==> config.mk <==
export PLATFORM = sky130hd
export DESIGN_NAME = store_buffer_flat
export DESIGN_NICKNAME = d
export VERILOG_FILES = /design/src/rtl/riscv_pkg.sv /design/src/rtl/store_buffer_if.sv /design/src/rtl/sb_forward_merge.sv /design/src/rtl/store_buffer.sv /design/src/flat_wrapper.sv
export SDC_FILE = /design/constraint.sdc
export NUM_CORES = 1
export LEC_CHECK = 0
export ABC_CLOCK_PERIOD_IN_PS = 10800
export BUFFER_PORTS_ARGS = -buffer_cell sky130_fd_sc_hd__buf_2
export CAP_MARGIN = 20
export CORE_AREA = 2 2 277 142
export CTS_BUF_LIST = sky130_fd_sc_hd__clkbuf_2 sky130_fd_sc_hd__clkbuf_4 sky130_fd_sc_hd__clkbuf_8
export CTS_CLUSTER_DIAMETER = 60
export DETAILED_ROUTE_END_ITERATION = 6
export DIE_AREA = 0 0 279 144
export PLACE_DENSITY = 0.82
export SLEW_MARGIN = 25
export SYNTH_ARGS = -nofsm -noshare
export SYNTH_HDL_FRONTEND = slang
export SYNTH_HIERARCHICAL = 1
export SYNTH_SLANG_ARGS = --single-unit
==> constraint.sdc <==
create_clock -name clk -period 10.8 [get_ports clk]
set_clock_uncertainty 0.2 [all_clocks]
set_input_delay 1.08 -clock clk [delete_from_list [all_inputs] [get_ports clk]]
set_output_delay 1.08 -clock clk [all_outputs]
set_load 0.005 [all_outputs]
==> src/rtl/riscv_pkg.sv <==
// Shared types for the data-side store buffer: entry payload and word geometry.
package riscv_pkg;

    localparam int unsigned SB_ADDR_W  = 32;
    localparam int unsigned WORD_BYTES = 4;

    typedef struct packed {
        logic [SB_ADDR_W-3:0] waddr;
        logic [31:0]          data;
        logic [3:0]           mask;
    } sb_entry_t;

endpackage

==> src/rtl/store_buffer_if.sv <==
// Data-memory bus: posted-write drain channel plus the same-cycle load read port.
interface store_buffer_if #(
    parameter int unsigned ADDR_W = 32
);
    logic              mem_req;
    logic [ADDR_W-1:0] mem_addr;
    logic [31:0]       mem_wdata;
    logic [3:0]        mem_wmask;
    logic              mem_ack;
    logic [ADDR_W-1:0] mem_raddr;
    logic [31:0]       mem_rdata;

    modport master (
        output mem_req, mem_addr, mem_wdata, mem_wmask, mem_raddr,
        input  mem_ack, mem_rdata
    );

    modport slave (
        input  mem_req, mem_addr, mem_wdata, mem_wmask, mem_raddr,
        output mem_ack, mem_rdata
    );
endinterface

==> src/rtl/sb_forward_merge.sv <==
// Per-byte youngest-match select of pending stores over the memory load data.
module sb_forward_merge
    import riscv_pkg::*;
#(
    parameter int unsigned DEPTH = 4,
    parameter int unsigned PTR_W = $clog2(DEPTH)
) (
    input  sb_entry_t            entries [DEPTH],
    input  logic [DEPTH-1:0]     valid,
    input  logic [PTR_W-1:0]     head,
    input  logic [SB_ADDR_W-3:0] waddr,
    input  logic [31:0]          mem_rdata,
    output logic [31:0]          read_data
);

    // Walk oldest to youngest so a later match overrides an earlier one.
    always_comb begin
        logic [PTR_W-1:0] idx;
        read_data = mem_rdata;
        idx       = '0;
        for (int k = 0; k < int'(DEPTH); k++) begin
            idx = head + PTR_W'(k);
            if (valid[idx] && (entries[idx].waddr == waddr)) begin
                for (int b = 0; b < int'(WORD_BYTES); b++) begin
                    if (entries[idx].mask[b]) begin
                        read_data[8*b +: 8] = entries[idx].data[8*b +: 8];
                    end
                end
            end
        end
    end

endmodule

==> src/rtl/store_buffer.sv <==
// Posted-write FIFO between the core data port and the memory bus, with load forwarding.
module store_buffer
    import riscv_pkg::*;
#(
    parameter int unsigned DEPTH  = 4,
    parameter int unsigned ADDR_W = SB_ADDR_W
) (
    input  logic              clk,
    input  logic              reset,
    input  logic [ADDR_W-1:0] cpu_address,
    input  logic [31:0]       cpu_write_data,
    input  logic [3:0]        cpu_wmask,
    input  logic              cpu_wen,
    output logic [31:0]       cpu_read_data,
    output logic              cpu_stall,
    output logic              drained,
    store_buffer_if.master    mem
);

    localparam int unsigned PTR_W = $clog2(DEPTH);
    localparam int unsigned CNT_W = PTR_W + 1;
    localparam int unsigned EW    = SB_ADDR_W - 2;

    sb_entry_t        entries [DEPTH];
    logic [DEPTH-1:0] valid;
    logic [PTR_W-1:0] head;
    logic [PTR_W-1:0] tail;
    logic [CNT_W-1:0] count;

    logic    full;
    logic    empty;
    logic    push;
    logic    pop;
    logic [EW-1:0] cpu_waddr;

    assign full      = (count == CNT_W'(DEPTH));
    assign empty     = (count == '0);
    assign push      = cpu_wen && !full;
    assign pop       = !empty && mem.mem_ack;
    assign cpu_waddr = EW'(cpu_address[ADDR_W-1:2]);

    always_ff @(posedge clk or posedge reset) begin
        if (reset) begin
            for (int i = 0; i < int'(DEPTH); i++) begin
                entries[i] <= '0;
            end
            valid <= '0;
            head  <= '0;
            tail  <= '0;
            count <= '0;
        end else begin
            if (push) begin
                entries[tail] <= '{waddr: cpu_waddr, data: cpu_write_data, mask: cpu_wmask};
                valid[tail]   <= 1'b1;
                tail          <= tail + PTR_W'(1);
            end
            // Push and pop never share a slot: tail==head only when empty or full.
            if (pop) begin
                valid[head] <= 1'b0;
                head        <= head + PTR_W'(1);
            end
            case ({push, pop})
                2'b10:   count <= count + CNT_W'(1);
                2'b01:   count <= count - CNT_W'(1);
                default: count <= count;
            endcase
        end
    end

    assign cpu_stall = cpu_wen && full;
    assign drained   = empty;

    assign mem.mem_req   = !empty;
    assign mem.mem_addr  = ADDR_W'({entries[head].waddr, 2'b00});
    assign mem.mem_wdata = entries[head].data;
    assign mem.mem_wmask = entries[head].mask;
    assign mem.mem_raddr = cpu_address;

    sb_forward_merge #(
        .DEPTH (DEPTH)
    ) u_forward_merge (
        .entries   (entries),
        .valid     (valid),
        .head      (head),
        .waddr     (cpu_waddr),
        .mem_rdata (mem.mem_rdata),
        .read_data (cpu_read_data)
    );

endmodule
==> src/flat_wrapper.sv <==
// flat-port wrapper written by rule: the top's interface ports become plain ports
module store_buffer_flat import riscv_pkg::*;
#(
    parameter int unsigned DEPTH  = 4,
    parameter int unsigned ADDR_W = SB_ADDR_W
)
  (clk, reset, cpu_address, cpu_write_data, cpu_wmask, cpu_wen, cpu_read_data, cpu_stall, drained, mem_mem_req, mem_mem_addr, mem_mem_wdata, mem_mem_wmask, mem_mem_raddr, mem_mem_ack, mem_mem_rdata);
  store_buffer_if #(.ADDR_W(ADDR_W)) mem_i ();
  input  logic clk;
  input  logic reset;
  input  logic [ADDR_W-1:0] cpu_address;
  input  logic [31:0] cpu_write_data;
  input  logic [3:0] cpu_wmask;
  input  logic cpu_wen;
  output logic [31:0] cpu_read_data;
  output logic cpu_stall;
  output logic drained;
  output wire logic [$bits(mem_i.mem_req)-1:0] mem_mem_req;
  output wire logic [$bits(mem_i.mem_addr)-1:0] mem_mem_addr;
  output wire logic [$bits(mem_i.mem_wdata)-1:0] mem_mem_wdata;
  output wire logic [$bits(mem_i.mem_wmask)-1:0] mem_mem_wmask;
  output wire logic [$bits(mem_i.mem_raddr)-1:0] mem_mem_raddr;
  input wire logic [$bits(mem_i.mem_ack)-1:0] mem_mem_ack;
  input wire logic [$bits(mem_i.mem_rdata)-1:0] mem_mem_rdata;
  assign mem_mem_req = mem_i.mem_req;
  assign mem_mem_addr = mem_i.mem_addr;
  assign mem_mem_wdata = mem_i.mem_wdata;
  assign mem_mem_wmask = mem_i.mem_wmask;
  assign mem_mem_raddr = mem_i.mem_raddr;
  assign mem_i.mem_ack = mem_mem_ack;
  assign mem_i.mem_rdata = mem_mem_rdata;
  store_buffer #(.DEPTH(DEPTH), .ADDR_W(ADDR_W)) u_core (.clk(clk), .reset(reset), .cpu_address(cpu_address), .cpu_write_data(cpu_write_data), .cpu_wmask(cpu_wmask), .cpu_wen(cpu_wen), .cpu_read_data(cpu_read_data), .cpu_stall(cpu_stall), .drained(drained), .mem(mem_i));
endmodule
==> summary.md <==
| Metric | Value |
|---|---|
| Int Power | `4790 µW` |
| Yosys reg bits | `roughly 280` |
| Via count | `19,200` |
| Place WS | `a little under 4 ns` |
| Slowest-stage cell, CP | `dfrtp_4` |
| Ys flop type | `dfrtp_1` |
| Gates resized, CTS repair | `0` |
| Final instance area | `24,500 µm²` |
| Final Max Slew Viols | `0` |
| Setup bufs post-CTS | `0` |
| Initial drt markers | `3,075` |
| Row cnt | `between 50 and 60` |
| Crit path time final | `7.93 ns` |
| Critical path depth | `12` |
| DR WL/cell | `31.8 µm` |
| Startpoint Class | `register` |
| Cell area after synthesis | `between 20,000 and 25,000 µm²` |
| Area growth, synth to finish | `7.71%` |
| IO Port Bufs | `232` |
| RSZ-0062 raised after global routing | `false` |
| Mapped Avg Cell Area | `11.4 µm²` |
| Most frequent cells in the layout | `dfrtp_1 (273), mux2i_1 (241), mux2_2 (239), buf_2 (232), mux2_4 (116)` |
| Most common cell on crit path | `o22ai_1` |
| DRC Markers | `5` |
| Setup ws final | `2.87 ns` |
| Most common cell after layout, fill and taps aside | `dfrtp_1` |
| Final WL | `83,900 µm` |
| Layout cells sized above 1 | `roughly two fifths` |
| Hold depth | `1` |
| Fmax | `between 100 and 150 MHz` |
| Initial Utilization | `59.7%` |
| Post-synth EDFFs | `0` |
| Slowest stage delay, CP | `0.97 ns` |
| Switching Share | `48.3%` |
| Static leakage | `0.0104 µW` |
| Clk root buf | `clkbuf_8` |
| TNS Setup | `0 ns` |
| Max-cap violation count | `0` |
| Most area-hungry cell type in the Yosys netlist | `dfrtp_1` |
| Final worst-path cycle share | `73.4%` |
| Psw | `4460 µW` |
| Antenna violations before repair | `9` |
| Seq pwr share | `25.5%` |
| Hold Fails Final Rpt | `0` |
| Critical Path AT | `6.65 ns` |
| Netlist cell types | `100` |
| Worst skew pair latency | `0.59 ns` |
| Post-layout net count | `approximately 2,200` |
| Clk sinks | `275` |
| Worst vdd ir | `0.327 mV` |
| Worst r2r path cells | `4` |
| Core Box Area | `between 30,000 and 40,000 µm²` |
| CP top delay family | `compound AO/OA/AOI/OAI gates` |
| Kind of critical path | `reg2out` |
| Post-CTS Hold Fix Bufs | `0` |
| Synth top area share | `30.3%` |
| Worst slew pin tran | `1.17 ns` |
| CTS Buffer Depth | `3` |
| Global-route wire length before repair | `121,000 µm` |
| DRT Pass-1 Iters | `7` |
| Clock share of power | `11.3%` |
| Register area share after synthesis | `between 30% and 40%` |
| Failing checks | `design-rule violations` |
| Die footprint | `40,200 µm²` |
| Post-DP Area | `approximately 23,000 µm²` |
| CTS clk-pin slew, worst paths | `about 0.060 ns` |
| Placed wire-length estimate | `60,500 µm` |
| Num CTS Buffers | `43` |
| Fraction of registers with async set/reset | `100%` |
| Grt ovf | `0` |
| CTS tree | `built` |
| H-tree levels | `2` |
| Worst path cell trace | `buf_12 > mux2i_1 > o22ai_1 > nor4_1 > o22ai_1 > or4_1 > or2_0 > buf_4 > o2111ai_1 > o221a_2 > o21ai_1 > buf_2` |
| Number of global-route vias before repair | `17,800` |
| Combinational fraction of design power | `63.2%` |
| Status | `finished with violations` |
| Top post-synthesis cells by area | `dfrtp_1 (30%), mux2_2 (12%), mux2i_1 (11%)` |
| Critical path data required time | `between 9 and 10 ns` |
| GRT Overall Usage | `between 40% and 50%` |
| Vias per inst | `7.26` |
| Largest net degree at the start of global routing | `152` |
| Syn Inst Count | `1,993` |
| Antenna violation net count after detailed routing | `0` |
| I/O pins | `approximately 240` |
| HP Class | `reg2reg` |
| P per Cell Area | `378 nW/µm²` |
| Crit Path Max Fanout | `147` |
| Die X | `279 µm` |
| Yosys warning count | `6` |
| Die H | `approximately 140 µm` |
| CP Buf/Inv Count | `3` |
| Gpl congestion | `1.08` |
| Setup Viol. Count Final | `0` |
| Worst Setup End Kind | `output pin` |
| Worst slew margin | `20.0%` |
==> per-stage QoR <==
step	hold WS, ns	cells	power, µW	utilization, %
after floorplan	0.250	1994	6170	-
after global placement	0.268	2557	7760	61.6
after detailed placement	0.275	2557	7870	61.6
after CTS	0.284	2636	8960	64.2
after global routing	0.317	2639	9570	64.3
final	0.290	2641	9250	64.3
==> layer usage <==
metal  track usage [%]  vias to the layer above  part of all wire [%]
met5                 0                        -                 0.041
met4              6.96                        6                   1.6
met3              16.2                      140                    15
met2              52.7                     1402                    39
met1              63.3                     9798                    45
li1                  -                     7840                     -
==> final cells by class <==
class	instances	area, µm²
diodes	4	10.0
clock inverters	9	110
flip-flops and latches	275	6890
fillers	2942	13600
inverters	33	134
repair buffers	258	1420
multi-input cells	1489	14400
well taps	503	629
clock buffers	70	882
==> flip-flops by register name, indices dropped and copies added, names as in the netlist <==
register and cells:
u_core/tail 2, u_core/valid 4, u_core/head 2, u_core/entries 264, u_core/count 3
==> cell usage after synthesis, types with 14 or more instances <==
| master | n |
|---|---|
| dfrtp_1 | 275 |
| mux2i_1 | 242 |
| mux2_2 | 239 |
| mux2_4 | 116 |
| nor2_1 | 93 |
| a21oi_1 | 86 |
| mux4_2 | 82 |
| xnor2_1 | 61 |
| clkbuf_1 | 52 |
| buf_2 | 44 |
| buf_4 | 39 |
| nand3_1 | 38 |
| nand2_1 | 36 |
| o21ai_0 | 35 |
| inv_1 | 32 |
| nor3_1 | 32 |
| buf_6 | 30 |
| nand4_1 | 26 |
| xor2_1 | 25 |
| o22ai_1 | 18 |
| o21ai_1 | 17 |
| a22oi_1 | 16 |
| and3_1 | 16 |
| o211ai_1 | 16 |
| o2bb2ai_1 | 15 |
| a2bb2oi_1 | 14 |
==> power groups by stage <==
stage	registers (µW)	logic, µW	clock network (µW)
after floorplan	1980	4190	0
after global placement	2270	5480	0
after detailed placement	2320	5550	0
final	2360	5840	1040
after global routing	2430	6030	1100
after CTS	2320	5580	1050
==> final timing paths <==
| kind | from | end | slack [ns] |
|---|---|---|---|
| setup / recovery | u_core/head[1]$_DFFE_PP0N_ | cpu_read_data[25] | 2.87 |
| hold / removal | u_core/count[2]$_DFFE_PP0P_ | u_core/count[2]$_DFFE_PP0P_ | 0.29 |
| setup reg to reg | u_core/head[1]$_DFFE_PP0N_ | u_core/head[1]$_DFFE_PP0N_ | 7.78 |
| hold reg to reg | u_core/count[2]$_DFFE_PP0P_ | u_core/count[2]$_DFFE_PP0P_ | 0.29 |
| max in group asynchronous | reset | u_core/head[0]$_DFFE_PP0N_ | 8.35 |
| min in group asynchronous | reset | u_core/entries[196]$_DFFE_PP0P_ | 0.49 |
==> kinds of logic after synthesis <==
logic type | after synthesis | synth area share (%)
DFF | 275 | 30.3
other | 1 | 0.0165
adders and majority gates | 10 | 0.583
AOI/OAI and AO/OA | 364 | 12.0
buffers and inverters | 230 | 6.46
xor gates and xnor gates | 86 | 3.31
and+or+nand+nor | 333 | 7.76
muxes | 694 | 39.6
Power figures use the tool's default switching activity.
